[src/rtl/arb_pkg.sv]
// arb_pkg: shared state type, index-width derivation and one-hot decode for the weighted arbiter
package arb_pkg;
  typedef enum logic {IDLE, GRANT} state_t;
  localparam int MAX_REQ = 256;
  function automatic int idx_w(input int n);
    return (n > 1) ? $clog2(n) : 1;
  endfunction
  function automatic int onehot_to_idx(input logic [MAX_REQ-1:0] oh);
    int r;
    r = 0;
    for (int i = 0; i < MAX_REQ; i++) if (oh[i]) r = r | i;
    return r;
  endfunction
endpackage

[src/rtl/rr_pick_onehot.sv]
// rr_pick_onehot: one-hot round-robin pick, searching upward from the bit after last and wrapping
module rr_pick_onehot #(
  parameter int N_REQ = 8
) (
  input  logic [N_REQ-1:0] req,
  input  logic [N_REQ-1:0] last,
  output logic [N_REQ-1:0] pick
);
  logic [N_REQ-1:0] le, upper;
  // le covers last and every bit below it; a top-bit pointer wraps to all ones
  assign le = {last[N_REQ-2:0], 1'b0} - N_REQ'(1);
  assign upper = req & ~le;
  assign pick = (|upper) ? (upper & (~upper + N_REQ'(1))) : (req & (~req + N_REQ'(1)));
endmodule

[src/rtl/wrr_arbiter.sv]
// wrr_arbiter: weighted round-robin arbiter with registered one-hot grant and beat credit; WRR_ARB_LOCK_EN adds a lock input
module wrr_arbiter
  import arb_pkg::*;
#(
  parameter int N_REQ = 8,
  parameter int WEIGHT_W = 4,
  parameter int IDX_W = idx_w(N_REQ)
) (
  input  logic                      clk,
  input  logic                      rst,
  input  logic [N_REQ-1:0]          req,
  input  logic [N_REQ*WEIGHT_W-1:0] weight,
  input  logic                      beat,
`ifdef WRR_ARB_LOCK_EN
  input  logic                      lock,
`endif
  output logic [N_REQ-1:0]          gnt,
  output logic                      gnt_valid,
  output logic [IDX_W-1:0]          gnt_idx,
  output logic [WEIGHT_W-1:0]       credit
);
  state_t state, state_n;
  logic [N_REQ-1:0] gnt_n, last, last_n, ptr, pick;
  logic [WEIGHT_W-1:0] credit_n, w_pick, w_load;
  logic [IDX_W-1:0] pick_idx;
  logic locked, rel;
`ifdef WRR_ARB_LOCK_EN
  assign locked = lock;
`else
  assign locked = 1'b0;
`endif
  assign gnt_valid = |gnt;
  assign gnt_idx = IDX_W'(onehot_to_idx(MAX_REQ'(gnt)));
  // while granting, the search starts after the grantee so a release hands over without a bubble
  assign ptr = (state == GRANT) ? gnt : last;
  rr_pick_onehot #(.N_REQ(N_REQ)) u_pick (
    .req (req),
    .last(ptr),
    .pick(pick)
  );
  assign pick_idx = IDX_W'(onehot_to_idx(MAX_REQ'(pick)));
  assign w_pick = weight[pick_idx*WEIGHT_W +: WEIGHT_W];
  assign w_load = (w_pick == '0) ? WEIGHT_W'(1) : w_pick;
  assign rel = !(|(req & gnt)) || (beat && credit == WEIGHT_W'(1) && !locked);
  always_comb begin
    state_n = state;
    gnt_n = gnt;
    credit_n = credit;
    last_n = last;
    if (state == IDLE) begin
      if (|req) begin
        state_n = GRANT;
        gnt_n = pick;
        credit_n = w_load;
      end
    end else if (rel) begin
      last_n = gnt;
      state_n = (|pick) ? GRANT : IDLE;
      gnt_n = pick;
      credit_n = (|pick) ? w_load : '0;
    end else if (beat && credit > WEIGHT_W'(1)) begin
      credit_n = credit - WEIGHT_W'(1);
    end
  end
  always_ff @(posedge clk or posedge rst) begin
    if (rst) begin
      state <= IDLE;
      gnt <= '0;
      credit <= '0;
      last <= {1'b1, {(N_REQ-1){1'b0}}};
    end else begin
      state <= state_n;
      gnt <= gnt_n;
      credit <= credit_n;
      last <= last_n;
    end
  end
endmodule
[config.mk]
export PLATFORM = sky130hd
export DESIGN_NAME = wrr_arbiter
export DESIGN_NICKNAME = d
export VERILOG_FILES = /design/src/rtl/arb_pkg.sv /design/src/rtl/rr_pick_onehot.sv /design/src/rtl/wrr_arbiter.sv
export SDC_FILE = /design/constraint.sdc
export NUM_CORES = 1
export LEC_CHECK = 0
export CAP_MARGIN = 15
export CORE_AREA = 2 2 70 72
export DETAILED_ROUTE_END_ITERATION = 10
export DIE_AREA = 0 0 72 74
export MAX_ROUTING_LAYER = met4
export PLACE_DENSITY_LB_ADDON = 0.05
export SLEW_MARGIN = 10
export SYNTH_ARGS = -nofsm -noshare
export SYNTH_HDL_FRONTEND = slang
export SYNTH_SLANG_ARGS = --single-unit
[constraint.sdc]
create_clock -name clk -period 3.75 [get_ports clk]
set_input_delay 0.75 -clock clk [delete_from_list [all_inputs] [get_ports clk]]
set_output_delay 0.75 -clock clk [all_outputs]
set_load 0.02 [all_outputs]
# Yosys cells after proc, flatten, opt, wreduce, memory -nomap -nowiden
# Cells that the tools add are included.
word_totals:
  ff_bits: 20
  inputBits: 43
  output_inout_bits: 16
  wordCells: 63
classes:
  add_sub_neg: 4
  n_lt_le_gt_ge: 1
  n_eq_ne: 3
  shifts: 1
  mux: 29
  bitwise: 7
  n_reduce_logical: 14
op_table:
  columns: ["cell", "n"]
  rows:
  - ["OR reduction 8 bit", 5]
  - ["AND 8 bit", 4]
  - ["2-to-1 mux 8 bit", 4]
  - ["variable part select 32 x 6 -> 4 bit", 1]
  - ["2-to-1 mux 3 bit", 8]
  - ["2-to-1 mux 4 bit", 6]
  - ["NOT 8 bit", 3]
  - ["adder 8 x 1 -> 8 bit (second input constant)", 2]
  - ["2-to-1 mux 2 bit", 4]
  - ["subtractor 8 x 1 -> 8 bit (second input constant)", 1]
  - ["2-to-1 mux 7 bit", 1]
  - ["2-to-1 mux 1 bit", 6]
  - ["AND reduction 2 bit", 3]
  - ["== test 4 x 1 -> 1 bit (second input constant)", 1]
  - ["greater-than comparator 4 x 1 -> 1 bit (second input constant)", 1]
  - ["logical NOT 4 bit", 1]
  - ["subtractor 4 x 1 -> 4 bit (second input constant)", 1]
  - ["!= test 3 x 1 -> 1 bit (second input constant)", 1]
  - ["logical AND 1 bit", 2]
  - ["!= test 2 x 1 -> 1 bit (second input constant)", 1]
  - ["nonzero test 2 bit", 1]
  - ["logical NOT 1 bit", 1]
  - ["logical OR 1 bit", 1]

# Depth between registers and ports, before layout
logic_depth:
  ltp_word: 21
  ltp_mapped: 15
  depth_no_buf: 12

# By module
# Synthesis repeated with hierarchy kept, for this count alone.
unflattened:
  cells_unflattened: 170
  hier_area_um2: 1834.3
modules_own_cells:
  columns: ["mod", "n_inst", "cells_per_inst", "area_per_inst_um2", "seq_area_each_um2"]
  rows:
  - ["wrr_arbiter", 1, 118, 1446.4, 526.8]
  - ["rr_pick_onehot", 1, 52, 387.9, 0.0]

# Worst setup path after synthesis
# No wires, ideal clock.
synth_path:
  kind: "reg-to-reg"
  start: "register state"
  end: "register credit[0]"
  setup_ns: 0.120
  arrival_time_ns: 3.298
  t_required_ns: 3.630
  path_slack_ns: 0.332
  path_stages_with_launch: 16
  path_buffers: 3
  synth_period_minus_slack_ns: 3.418
  path_cell_list: "dfrtp_1 -> buf_6 -> buf_6 -> mux2i_1 -> ha_1 -> nor4b_1 -> or4b_1 -> o21ai_2 -> nor3_4 -> a41oi_2 -> and3_4 -> buf_6 -> mux2_1 -> a221o_1 -> nand3_2 -> o21ai_2"
synth_between:
  elab_chain_len: 21
  elab_cells_between_ends: 27
  classes_between: "add/sub: 2; eq/ne: 1; shift: 1; mux: 14; bitwise: 4; reduce/logical: 5"
synth_rtl:
  columns: ["item", "line_no", "rtl"]
  rows:
  - ["start: declaration", "wrr_arbiter.sv:22", "state_t state, state_n;"]
  - ["start signal: assignment", "wrr_arbiter.sv:72", "state <= state_n;"]
  - ["2-to-1 mux 7 bit", "wrr_arbiter.sv:35", "assign ptr = (state == GRANT) ? gnt : last;"]
  - ["subtractor 8 x 1 -> 8 bit", "rr_pick_onehot.sv:11", "assign le = {last[N_REQ-2:0], 1'b0} - N_REQ'(1);"]
  - ["NOT 8 bit", "rr_pick_onehot.sv:12", "assign upper = req & ~le;"]
  - ["AND 8 bit", "rr_pick_onehot.sv:12", null]
  - ["NOT 8 bit", "rr_pick_onehot.sv:13", "assign pick = (|upper) ? (upper & (~upper + N_REQ'(1))) : (req & (~req + N_REQ'(1)));"]
  - ["adder 8 x 1 -> 8 bit", "rr_pick_onehot.sv:13", null]
  - ["AND 8 bit", "rr_pick_onehot.sv:13", null]
  - ["2-to-1 mux 8 bit", "rr_pick_onehot.sv:13", null]
  - ["2-to-1 mux 1 bit", "arb_pkg.sv:11", "for (int i = 0; i < MAX_REQ; i++) if (oh[i]) r = r | i;"]
  - ["2-to-1 mux 2 bit (2 in series)", "arb_pkg.sv:11", null]
  - ["2-to-1 mux 3 bit (4 in series)", "arb_pkg.sv:11", null]
  - ["variable part select 32 x 6 -> 4 bit", "wrr_arbiter.sv:42", "assign w_pick = weight[pick_idx*WEIGHT_W +: WEIGHT_W];"]
  - ["logical NOT 4 bit", "wrr_arbiter.sv:43", "assign w_load = (w_pick == '0) ? WEIGHT_W'(1) : w_pick;"]
  - ["2-to-1 mux 4 bit", "wrr_arbiter.sv:43", null]
  - ["2-to-1 mux 4 bit", "wrr_arbiter.sv:60", "credit_n = (|pick) ? w_load : '0;"]
  - ["2-to-1 mux 4 bit", "wrr_arbiter.sv:56", "end else if (rel) begin"]
  - ["2-to-1 mux 4 bit", "wrr_arbiter.sv:50", "if (state == IDLE) begin"]
  - ["end signal: assignment", "wrr_arbiter.sv:74", "credit <= credit_n;"]
  - ["end: declaration", "wrr_arbiter.sv:20", "output logic [WEIGHT_W-1:0] credit"]
# Parallel ways exist; a longest one is shown, timed or not. The select of a mux whose other input is x is not followed.
# A chain may end at the register's enable or synchronous reset.

# Worst setup path in the final report
layout_path:
  start: "input port req[3]"
  end: "register credit[0]"
layout_between:
  elab_chain_len: 16
  elab_cells_between_ends: 32
  classes_between: "add/sub: 2; eq/ne: 1; shift: 1; mux: 13; bitwise: 6; reduce/logical: 9"
layout_rtl:
  columns: ["item", "line_no", "rtl"]
  rows:
  - ["start: declaration", "wrr_arbiter.sv:11", "input logic [N_REQ-1:0] req,"]
  - ["AND 8 bit", "rr_pick_onehot.sv:12", null]
  - ["NOT 8 bit or OR reduction 8 bit (tied branches)", "rr_pick_onehot.sv:13", null]
  - ["adder 8 x 1 -> 8 bit or 2-to-1 mux 8 bit (tied branches)", "rr_pick_onehot.sv:13", null]
  - ["AND 8 bit or 2-to-1 mux 1 bit (tied branches)", "rr_pick_onehot.sv:13, arb_pkg.sv:11", null]
  - ["2-to-1 mux 8 bit or 2-to-1 mux 2 bit (tied branches)", "rr_pick_onehot.sv:13, arb_pkg.sv:11", null]
  - ["2-to-1 mux 2 bit", "arb_pkg.sv:11", null]
  - ["2-to-1 mux 3 bit (4 in series)", "arb_pkg.sv:11", null]
  - ["variable part select 32 x 6 -> 4 bit", "wrr_arbiter.sv:42", null]
  - ["logical NOT 4 bit", "wrr_arbiter.sv:43", null]
  - ["2-to-1 mux 4 bit", "wrr_arbiter.sv:43", null]
  - ["2-to-1 mux 4 bit", "wrr_arbiter.sv:60", null]
  - ["2-to-1 mux 4 bit", "wrr_arbiter.sv:56", null]
  - ["2-to-1 mux 4 bit", "wrr_arbiter.sv:50", null]
# Parallel ways exist; a longest one is shown, timed or not. The select of a mux whose other input is x is not followed.

==> flow_summary.toml <==
[drt]
drtIter0Drc = 108
routedWlPerCell_microns = 16.4
drtPass1Iterations = 4
vias = 2024
routed_wl_mm = 5.77
drc = 0
postRouteAntennaNets = 0
via_per_inst = 5.73

[worst_setup_path]
path_buf_inv = 2
cp_data_arrival_time_ns = 3.69
crit_cells = 12
worst-path-max-fanout = 8
worstSetupPathType = "input port to flop"
cp_slowest_cell = "or4_1"
endpoint_kind = "flop"
startpoint_type = "input port"
rr_worst_depth = 14
cpLargestDelayFamily = "compound AO/OA/AOI/OAI gates"
critPathMaxStageDelay_ns = 0.64
crit_chain = "clkdlybuf4s50_1 > or4_1 > nor3_1 > a21boi_0 > nor3_1 > a2bb2oi_2 > buf_4 > mux2i_1 > o21ai_0 > o21ai_0 > o211ai_1 > o21ai_2"
cp.required_ns = 3.94

[yosys]
synth_edf_count = 0
synth_cell_type_count = 62
synth_nets = 269
yosysSeqAreaShare_pct = 25.3
synth_top_flop_cell = "dfrtp_1"
synth_cells = 223
synthArstFlopShare_pct = 100
postSynthAreaPerCell_sq_um = 8.86
ys.warnings.count = 0
ys_ff_latch = 20
netlist_area_sq_mm = 0.00198

[die]
core-area_sq_mm = 0.00460
die_y_microns = 74
num_io_pins = 59
die_x_microns = 72
dieArea_sq_mm = 0.00533
std_cell_rows = 25
initial_utilization_pct = 43.0

[global_routing]
antenna_found_initial = 0
grt_pass1_wl_mm = 9.46
grt_pass1_vias = 2048
track_usage_pct = 23.2
grt_max_degree = 21
overflow = 0

[clock_tree]
cts_setup_buffers = 0
ctsResizeCount = 0
clock_path_buffers = 2
cts_tree = "done"
cts_root_buffer = "clkbuf_8"
numCtsBuffers = 3
ctsHoldBuffers = 0
clock_latency_ns = 0.26
clkSlewWorstSetupHoldPaths_ns = 0.07
htree_levels = 1
cts.sinks = 20

[placement]
dp_hpwl_mm = 4.71
numPortBuffers = 58
pre_cts_slack_ns = -0.0284
routabilityCongestion = 0.895

[sta]
setup_viol = 0
fin_skew_ns = 0.00242
slew_viol_final = 0
max_clock_freq_mhz = 285
setup_ws_ns = 0.246
grt_setup_unrepaired = "no"
tightest_slew_ns = 0.773
period_minus_slack_ns = 3.50
period_share_pct = 93.4
whs_ns = 0.511
finalHoldViolations = 0
relSlewSlack_pct = 48.4

[min_path]
hold_path_class = "flop to flop"
min_path_cells = 1

[power_and_ir_drop]
power.density_mw_per_mm2 = 1210
max-vdd-ir-drop_mv = 0.636
p_leak_nw = 1.27

[cells_and_area]
post-route-util_pct = 61.1
area_growth_pct = 42.3
num_antenna_cells = 0
final_common_cell = "clkdlybuf4s50_1"
nNetsFinal = 346
final_cell_mix = "clkdlybuf4s50_1 (58), buf_4 (23), mux2i_1 (20), nand2_1 (20), dfrtp_1 (20)"
drive_gt1_share_pct = 18.1

[status]
status = "finished, final reports clean"

[job]
drv_cap = 0
[metal layers]
layer | share of wire [%] | track usage [%] | wire length (microns) | up-vias
met5 | 0 | - | 0 | -
met4 | 0.40 | 2.52 | 23 | 0
met2 | 52 | 43.1 | 3000 | 62
li1 | - | - | - | 1009
met1 | 43 | 27.6 | 2480 | 951
met3 | 4.7 | 3.25 | 271 | 2
[final timing paths]
check / startpoint / end / slack (ns)
hold / removal: last[6] / last[6] / 0.51
max in group asynchronous: rst / gnt[6] / 2.34
setup / recovery: req[3] / credit[0] / 0.25
min in group asynchronous: rst / credit[3] / 0.93
setup reg to reg: state / credit[0] / 0.25
hold reg to reg: last[6] / last[6] / 0.51
[area by class of cell]
class / count / area, sq um
clock inverters: 1 / 30.0
clock buffers: 3 / 41.3
inverters: 12 / 45.0
fillers: 424 / 1790
well taps: 54 / 67.6
flip-flops and latches: 20 / 500
repair buffers: 81 / 753
multi-input cells: 182 / 1370
[cell usage after synthesis (2+ instances only)]
library cell | count | area share, %
a21oi_1 | 6 | 1.5
a221oi_1 | 2 | 0.89
a22o_1 | 2 | 0.89
a22oi_1 | 2 | 0.76
a31oi_1 | 3 | 0.95
a32oi_1 | 3 | 1.3
a41oi_2 | 2 | 1.6
and3_1 | 3 | 0.95
and4b_1 | 2 | 1.0
buf_6 | 3 | 1.7
clkbuf_1 | 6 | 1.1
dfrtp_1 | 20 | 25
ha_1 | 3 | 1.9
inv_1 | 12 | 2.3
mux2_1 | 2 | 1.1
mux2_2 | 12 | 6.8
mux2i_1 | 20 | 10
nand2_1 | 20 | 3.8
nand2b_1 | 4 | 1.3
nand3_1 | 4 | 1.0
nor2_1 | 15 | 2.8
nor2b_1 | 2 | 0.63
nor3_1 | 6 | 1.5
nor4_1 | 3 | 0.95
nor4b_1 | 2 | 0.89
o211ai_1 | 3 | 1.1
o21a_1 | 2 | 0.76
o21ai_0 | 10 | 2.5
o21ai_2 | 2 | 0.89
o31ai_1 | 6 | 2.3
or2_1 | 3 | 0.95
or3_1 | 3 | 0.95
or3b_1 | 2 | 0.89
or4_1 | 5 | 1.9
[power by group]
| part | total (W) | internal [W] | leakage (nW) | switching (W) |
|---|---|---|---|---|
| clock | 0.000214 | 0.000142 | 0.0357 | 0.0000717 |
| sequential | 0.000425 | 0.000313 | 0.261 | 0.000112 |
| combinational | 0.00277 | 0.00136 | 0.971 | 0.00141 |
| total | 0.00341 | 0.00181 | 1.27 | 0.00160 |
[registers in the layout (all words and copies together) (netlist names)]
signal	flops
credit	4
gnt	8
last	7
state	1
[metrics by stage]
| step | instances | cell area, sq um | setup TNS (ns) | power [W] |
|---|---|---|---|---|
| 6_report | 353 | 2810 | 0 | 0.00341 |
| 3_3_place_gp | 349 | 2740 | 0 | 0.00317 |
| 4_1_cts | 353 | 2810 | 0 | 0.00343 |
| 5_1_grt | 353 | 2810 | 0 | 0.00369 |
| 3_5_place_dp | 349 | 2740 | -0.0365 | 0.00320 |
| 2_1_floorplan | 223 | 1980 | 0 | 0.00238 |
[logic make-up after synthesis]
family | after synthesis | share of synthesized area (%)
flops | 20 | 25.3
buf+inv | 21 | 5.13
compound gates | 58 | 22.7
mux | 35 | 18.9
fa+ha+maj | 3 | 1.90
simple gates | 86 | 26.1
No activity file was read; power rests on OpenSTA's default activity.
